**config.mk**
```make
export PLATFORM = sky130hd
export DESIGN_NAME = wb_button_debounce
export DESIGN_NICKNAME = d
export VERILOG_FILES = /design/src/rtl/wb_button_debounce.sv
export SDC_FILE = /design/constraint.sdc
export NUM_CORES = 1
export LEC_CHECK = 0
export ABC_AREA = 1
export CORE_MARGIN = 2
export CORE_UTILIZATION = 40
export DETAILED_ROUTE_END_ITERATION = 10
export GPL_TIMING_DRIVEN = 0
export SLEW_MARGIN = 20
export SYNTH_ARGS = -nofsm -noshare
export SYNTH_HDL_FRONTEND = slang
export SYNTH_SLANG_ARGS = --single-unit
```
**constraint.sdc**
```tcl
create_clock -name clk -period 7.4 [get_ports clk]
set_clock_uncertainty 0.1 [all_clocks]
set_input_delay 1.11 -clock clk [delete_from_list [all_inputs] [get_ports clk]]
set_output_delay 1.11 -clock clk [all_outputs]
set_load 0.005 [all_outputs]
```
**src/rtl/wb_button_debounce.sv**
```systemverilog
// Button conditioning for the user-area wishbone bus: synchronise, debounce,
// count presses, keep sticky pending flags and raise a level interrupt.
module wb_button_debounce #(
  parameter logic [31:0] BASE_ADDRESS    = 32'h3000_0100,
  parameter logic [15:0] DEBOUNCE_CYCLES = 16'd10000
) (
  input  logic        clk,
  input  logic        reset,
  input  logic        i_wb_cyc,
  input  logic        i_wb_stb,
  input  logic        i_wb_we,
  input  logic [31:0] i_wb_addr,
  input  logic [31:0] i_wb_data,
  output logic        o_wb_ack,
  output logic        o_wb_stall,
  output logic [31:0] o_wb_data,
  input  logic [2:0]  buttons_raw,
  output logic [2:0]  buttons_db,
  output logic        o_irq
);

  localparam logic [15:0] LAST = DEBOUNCE_CYCLES - 16'd1;

  logic [2:0]  sync1;
  logic [2:0]  s;
  logic [2:0]  db;
  logic [15:0] dcnt [3];
  logic [2:0]  pending;
  logic [7:0]  cnt [3];
  logic [2:0]  irq_en;

  logic        req;
  logic        mapped;
  logic [31:0] offset;
  logic [1:0]  word;
  logic        wr;
  logic [2:0]  clr_pend;
  logic        clr_cnt;
  logic [2:0]  press;
  logic [31:0] rd_data;
  logic        unused_bits;

  assign o_wb_stall  = 1'b0;
  assign buttons_db  = db;
  assign o_irq       = |(pending & irq_en);
  assign unused_bits = ^{i_wb_data[31:9], i_wb_data[7:3]};

  // A press is the edge on which a debounced bit is about to rise.
  always_comb begin
    for (int i = 0; i < 3; i++) begin
      press[i] = s[i] && !db[i] && (dcnt[i] == LAST);
    end
  end

  always_comb begin
    req      = i_wb_cyc & i_wb_stb & ~o_wb_stall;
    offset   = i_wb_addr - BASE_ADDRESS;
    mapped   = (offset[31:4] == 28'd0) && (offset[1:0] == 2'd0);
    word     = offset[3:2];
    wr       = req && mapped && i_wb_we;
    clr_pend = (wr && word == 2'd2) ? i_wb_data[2:0] : 3'b000;
    clr_cnt  = wr && (word == 2'd2) && i_wb_data[8];
    case (word)
      2'd0:    rd_data = {25'd0, pending, 1'b0, db};
      2'd1:    rd_data = {8'd0, cnt[2], cnt[1], cnt[0]};
      2'd3:    rd_data = {29'd0, irq_en};
      default: rd_data = 32'd0;
    endcase
    if (!mapped) begin
      rd_data = 32'd0;
    end
  end

  always_ff @(posedge clk or posedge reset) begin
    if (reset) begin
      sync1 <= 3'b000;
      s     <= 3'b000;
      db    <= 3'b000;
      for (int i = 0; i < 3; i++) begin
        dcnt[i] <= 16'd0;
      end
    end else begin
      sync1 <= buttons_raw;
      s     <= sync1;
      for (int i = 0; i < 3; i++) begin
        if (s[i] == db[i]) begin
          dcnt[i] <= 16'd0;
        end else if (dcnt[i] == LAST) begin
          db[i]   <= s[i];
          dcnt[i] <= 16'd0;
        end else begin
          dcnt[i] <= dcnt[i] + 16'd1;
        end
      end
    end
  end

  // Set beats clear: a press on the clearing edge still leaves its flag and a count of 1.
  always_ff @(posedge clk or posedge reset) begin
    if (reset) begin
      pending <= 3'b000;
      for (int i = 0; i < 3; i++) begin
        cnt[i] <= 8'd0;
      end
    end else begin
      pending <= (pending & ~clr_pend) | press;
      for (int i = 0; i < 3; i++) begin
        if (clr_cnt) begin
          cnt[i] <= {7'd0, press[i]};
        end else if (press[i]) begin
          cnt[i] <= cnt[i] + 8'd1;
        end
      end
    end
  end

  always_ff @(posedge clk or posedge reset) begin
    if (reset) begin
      o_wb_ack  <= 1'b0;
      o_wb_data <= 32'd0;
      irq_en    <= 3'b000;
    end else begin
      o_wb_ack <= req && mapped;
      if (req && !i_wb_we) begin
        o_wb_data <= rd_data;
      end
      if (wr && word == 2'd3) begin
        irq_en <= i_wb_data[2:0];
      end
    end
  end

endmodule

```
## Yosys cells after proc, flatten, opt, wreduce, memory -nomap -nowiden

Cells that the tools add are included.

| word-level totals | value |
|---|---|
| flip-flop bits (word level) | 120 |
| bits of input ports | 72 |
| output and inout bits | 38 |
| word-level logic and storage cells | 81 |

| operators by class | value |
|---|---|
| add/subtract/negate cells | 7 |
| equality and inequality tests | 9 |
| mux-type cells | 15 |
| bitwise gates (word level) | 8 |
| reduce and logical (&&, ||, !) cells | 27 |

Operators with widths:

| kind | count |
|---|---|
| $mux 16 | 6 |
| $pmux 24 s3 | 1 |
| $add 16x1->16 const B | 3 |
| $eq 16x14->1 const B | 3 |
| $mux 8 | 6 |
| $mux 32 | 1 |
| $sub 32x30->32 const B | 1 |
| $logic_not 28->1 | 1 |
| $add 8x1->8 const B | 3 |
| $logic_and 1x1->1 | 13 |
| $and 3x3->3 | 2 |
| $reduce_and 2->1 | 3 |
| $reduce_bool 2->1 | 3 |
| $eq 2x2->1 const B | 2 |
| $logic_not 1->1 | 4 |
| $logic_not 2->1 | 2 |
| $eq 1x1->1 | 3 |
| $mux 3 | 1 |
| $not 1->1 | 3 |
| $not 3->3 | 1 |
| $or 3x3->3 | 1 |
| $reduce_or 3->1 | 1 |
| $eq 2x1->1 const B | 1 |
| $and 1x1->1 | 1 |

## Logic depth before layout (Yosys ltp)

| logic depth | value |
|---|---|
| depth in word-level cells | 10 |
| depth in mapped cells | 16 |
| depth with buffers taken out | 16 |

## Worst setup path before layout

Ideal clock, no wire load.

| timing path | value |
|---|---|
| path type | input-to-reg |
| from | input i_wb_addr[9] |
| to | register cnt[11] in the netlist's numbering |
| setup time | 0.140 ns |
| arrival | 2.592 ns |
| data required time | 7.160 ns |
| slack | 4.568 ns |
| stages | 15 |
| buffers on the path | 1 |
| path through | nor2_2 > nand2_2 > nor2_2 > nand3_1 > nand2_1 > nand2_1 > nor2_1 > nand2_1 > nor2_4 > nand3_4 > nor2_4 > nand3_4 > nor2_8 > buf_8 > nor3b_1 |

| on the way | value |
|---|---|
| cells in the longest elaborated chain, start to end | 8 |
| elaborated cells on any way between the ends | 9 |
| those cells by class | add/sub (1); mux (1); reduce/logical (7) |

Ends and longest elaborated chain:

| element | line | RTL |
|---|---|---|
| start, declared | 12 | `input logic [31:0] i_wb_addr,` |
| $sub 32x30->32 * | 57 | `offset = i_wb_addr - BASE_ADDRESS;` |
| $logic_not 28->1 * | 58 | `mapped = (offset[31:4] == 28'd0) && (offset[1:0] == 2'd0);` |
| $logic_and 1x1->1 * | 58 |  |
| $logic_and 1x1->1 * (2 in series) | 60 | `wr = req && mapped && i_wb_we;` |
| $logic_and 1x1->1 * (2 in series) | 62 | `clr_cnt = wr && (word == 2'd2) && i_wb_data[8];` |
| $mux 8 / $reduce_bool 2->1 (equally long branches) | -- |  |
| end signal, assigned by index | 109 | `cnt[i] <= {7'd0, press[i]};` |
| end signal, assigned by index | 111 | `cnt[i] <= cnt[i] + 8'd1;` |
| end, declared | 29 | `logic [7:0] cnt [3];` |

Mark *: on every way between the ends. The rest lies on a longest branch, timed or not.
A chain may end at the register's enable or synchronous reset.

## Worst setup path in the final report

| timing path | value |
|---|---|
| from | input i_wb_addr[12] |
| to | register cnt[11] in the netlist's numbering |

The elaborated chain is that of the path after synthesis.

==> flow_summary.toml <==
[die]
io_pins = 110
dieArea_um2 = 15500
die_width_um = 125
row_count = 44
core-area_um2 = 14400
initial_core_util_pct = 40.5
die_h_um = 125

[worst_setup_path]
max_stage_delay_ps = 480
arrival_ps = 3410
r2r_cells = 10
critPathCaptureType = "flop"
worstPathRequired_ps = 7510
critPathSlowestCell = "clkdlybuf4s50_1"
start_kind = "input pin"
crit_path_cell_trace = "clkdlybuf4s50_1, nor2_4, nand2_1, nor2_4, nand2_1, nand2_1, nand2_1, nor2_1, nand3_2, nor2_4, nand3_4, nor2_4, nand3_4, nor2_8, buf_8, nor3b_1"
worstSetupPathType = "in2reg"
cp_max_fo = 10

[timing]
hold_violations = 0
timing.setup.tns_ps = 0
rsz0062_at_grt = "false"
worst_slew_pin_slew_ps = 565
min_period_ps = 3290
maxSlewViolCount = 0
holdWs_ps = 251
setup_viol = 0
post-route-period-util_pct = 44.5
max_slew_margin_pct = 62.2
max_freq_ghz = 0.304

[global_routing]
grt_start_max_net_pins = 70
grt_pass1_vias = 4769
met3_usage_pct = 3.22
antenna_found_initial = 0
grt_pass1_wl_mm = 22.4
grt_overflow = 0
grtUsageMet1_pct = 23.1
busiest_layer = "met2"
use_met2_pct = 29.2
grt_usage_pct = 17.6

[power_and_ir_drop]
clkPwrFrac_pct = 41.7
irDropWorstVdd_uv = 107
switching_share_pct = 22.1
combPwrFrac_pct = 7.2
seq_power_share_pct = 51.1
leakage_uw = 0.00322
p_int_uw = 946
power.density_nw_per_um2 = 170
net-switching-power_uw = 269

[flow_run]
drv_cap = 0

[detailed_routing]
drc_errors = 0
drt-initial-drc-count = 321
routedWlPerCell_um = 13.2
ant_nets = 0
route.vias.total = 4792
via_per_inst = 4.89
first_pass_iters = 5
routed_wl_mm = 12.9

[finish]
layout-drive-gt1-share_pct = 7.79
nFillCells = 1317
stdcell_count = 980
layout_common_cells = "nand2_1 (139), dfrtp_1 (112), nor2_1 (97)"
final_common_cell = "nand2_1"
areaGrowthSynthToFinish_pct = 22.7
fin_util_pct = 49.7
nets = 872
antenna_cells = 0

[synth]
synthMuxAreaShare_pct = 0
yosys.cell_types.count = 45
synthCells = 700
synth-compound-area-share_pct = 7.57
yosys_warnings = 0
synthXorXnorAreaFrac_pct = 3.76
yosys.area_share.simple_pct = 29.8
ys_seq_area_share_pct = 48.2
synthAdderAreaFrac_pct = 1.94
synth_seq_cells = 112
netlist_area_um2 = 5820
synth_top_family_by_area = "simple AND/OR/NAND/NOR gates"
avgSynthCellArea_um2 = 8.31

[clocking]
root_buffer = "clkbuf_16"
cts_resized = 0
cts_sinks = 112
htreeDepth = 3
cts_setup_buffers = 0
cts_made_buffers = 9
hold_buffers = 0
clk_pin_slew_ps = 70
insertion_delay_ps = 350
cts_max_path_buffers = 2
cts_tree = "built"

[worst_hold_path]
min_path_cells = 0
hp-class = "reg2reg"

[placement]
port_buffers = 71
dp_cells = 964
globalplace.congestion = 0.823
hpwl_mm = 9.82

[run_status]
status = "completed"
-- worst paths after layout --
kind	startpoint	endpoint	slack, ps
max	i_wb_addr[12]	cnt[11]	4110
min	sync1[2]	s[2]	250
max reg2reg	dcnt[16]	cnt[14]	4870
min reg2reg	sync1[2]	s[2]	250
max in group asynchronous	reset	o_wb_data[9]	5470
min in group asynchronous	reset	dcnt[17]	1050
-- worst max-delay path: cells and delay by family --
family,cells,cell delay [ps]
simple gates,14,1660
buf+inv,2,620
-- synthesized netlist by cell type (all sizes together) --
cell / instances / area (um^2)
ha: 9 / 113
clkinv: 1 / 3.75
nand3: 38 / 220
o41ai: 14 / 123
dfrtp: 112 / 2800
nor3: 23 / 115
or3: 1 / 6.26
a21o: 1 / 7.51
o21ai: 30 / 150
inv: 95 / 357
nor4: 6 / 50.0
o31a: 1 / 8.76
a221oi: 3 / 26.3
o211ai: 1 / 7.51
nor2: 117 / 528
nand3b: 3 / 22.5
a31oi: 1 / 6.26
o22ai: 2 / 12.5
nor3b: 19 / 143
o21a: 2 / 15.0
and2: 2 / 12.5
nand4: 14 / 93.8
xnor2: 5 / 43.8
conb: 1 / 3.75
a2111oi: 1 / 8.76
or2: 2 / 12.5
a21oi: 15 / 75.1
nand2: 140 / 528
buf: 14 / 120
xor2: 20 / 175
clkbuf: 7 / 26.3
-- power by group through the flow --
stage	sequential [uW]	clock (uW)	combinational (uW)
floorplan	632	0	47.1
global placement	633	0	85.4
detailed placement	633	0	88.5
CTS	621	524	89.0
global route	621	548	99.6
finish	621	506	87.5
-- sequential cells by signal (all words and copies together) (netlist names) --
| signal | flops |
|---|---|
| buttons_db | 3 |
| cnt | 24 |
| o_wb_ack | 1 |
| sync1 | 3 |
| dcnt | 48 |
| pending | 3 |
| s | 3 |
| o_wb_data | 24 |
| irq_en | 3 |
-- kinds of logic (layout without fill, tap and decap cells) --
kind of cell	Yosys count	count (layout)
AO/OA/AOI/OAI	71	71
buffers and inverters	117	205
XOR/XNOR	25	25
flip-flops	112	112
AND/OR/NAND/NOR	365	365
other	1	9
adder cells (fa/ha/maj)	9	9
-- through the flow --
| stage | total power, uW | worst slack [ps] | instance area [um^2] |
|---|---|---|---|
| after floorplan | 679 | 3230 | 5850 |
| final | 1210 | 4110 | 7140 |
| after detailed placement | 721 | 3760 | 6820 |
| after global routing | 1270 | 3890 | 7140 |
| after global placement | 718 | 1600 | 6790 |
| after CTS | 1230 | 4120 | 7140 |
-- final cells by class --
class | instances | area (um^2) | area share, %
Buffer | 21 | 146 | 2.05
Clock buffer | 12 | 267 | 3.73
Clock inverter | 4 | 51.3 | 0.719
Inverter | 96 | 365 | 5.12
Multi-Input combinational cell | 479 | 2540 | 35.5
Sequential cell | 112 | 2800 | 39.3
Tap cell | 184 | 230 | 3.23
Timing Repair Buffer | 72 | 738 | 10.3
-- routing by layer --
| metal | routed length, um | share of wire, % | up-vias |
|---|---|---|---|
| met5 | 0 | 0 | - |
| met2 | 6130 | 47 | 90 |
| met4 | 199 | 1.5 | 0 |
| met1 | 6000 | 46 | 2258 |
| met3 | 589 | 4.6 | 13 |
| li1 | - | - | 2431 |
Power figures use the tool's default switching activity.
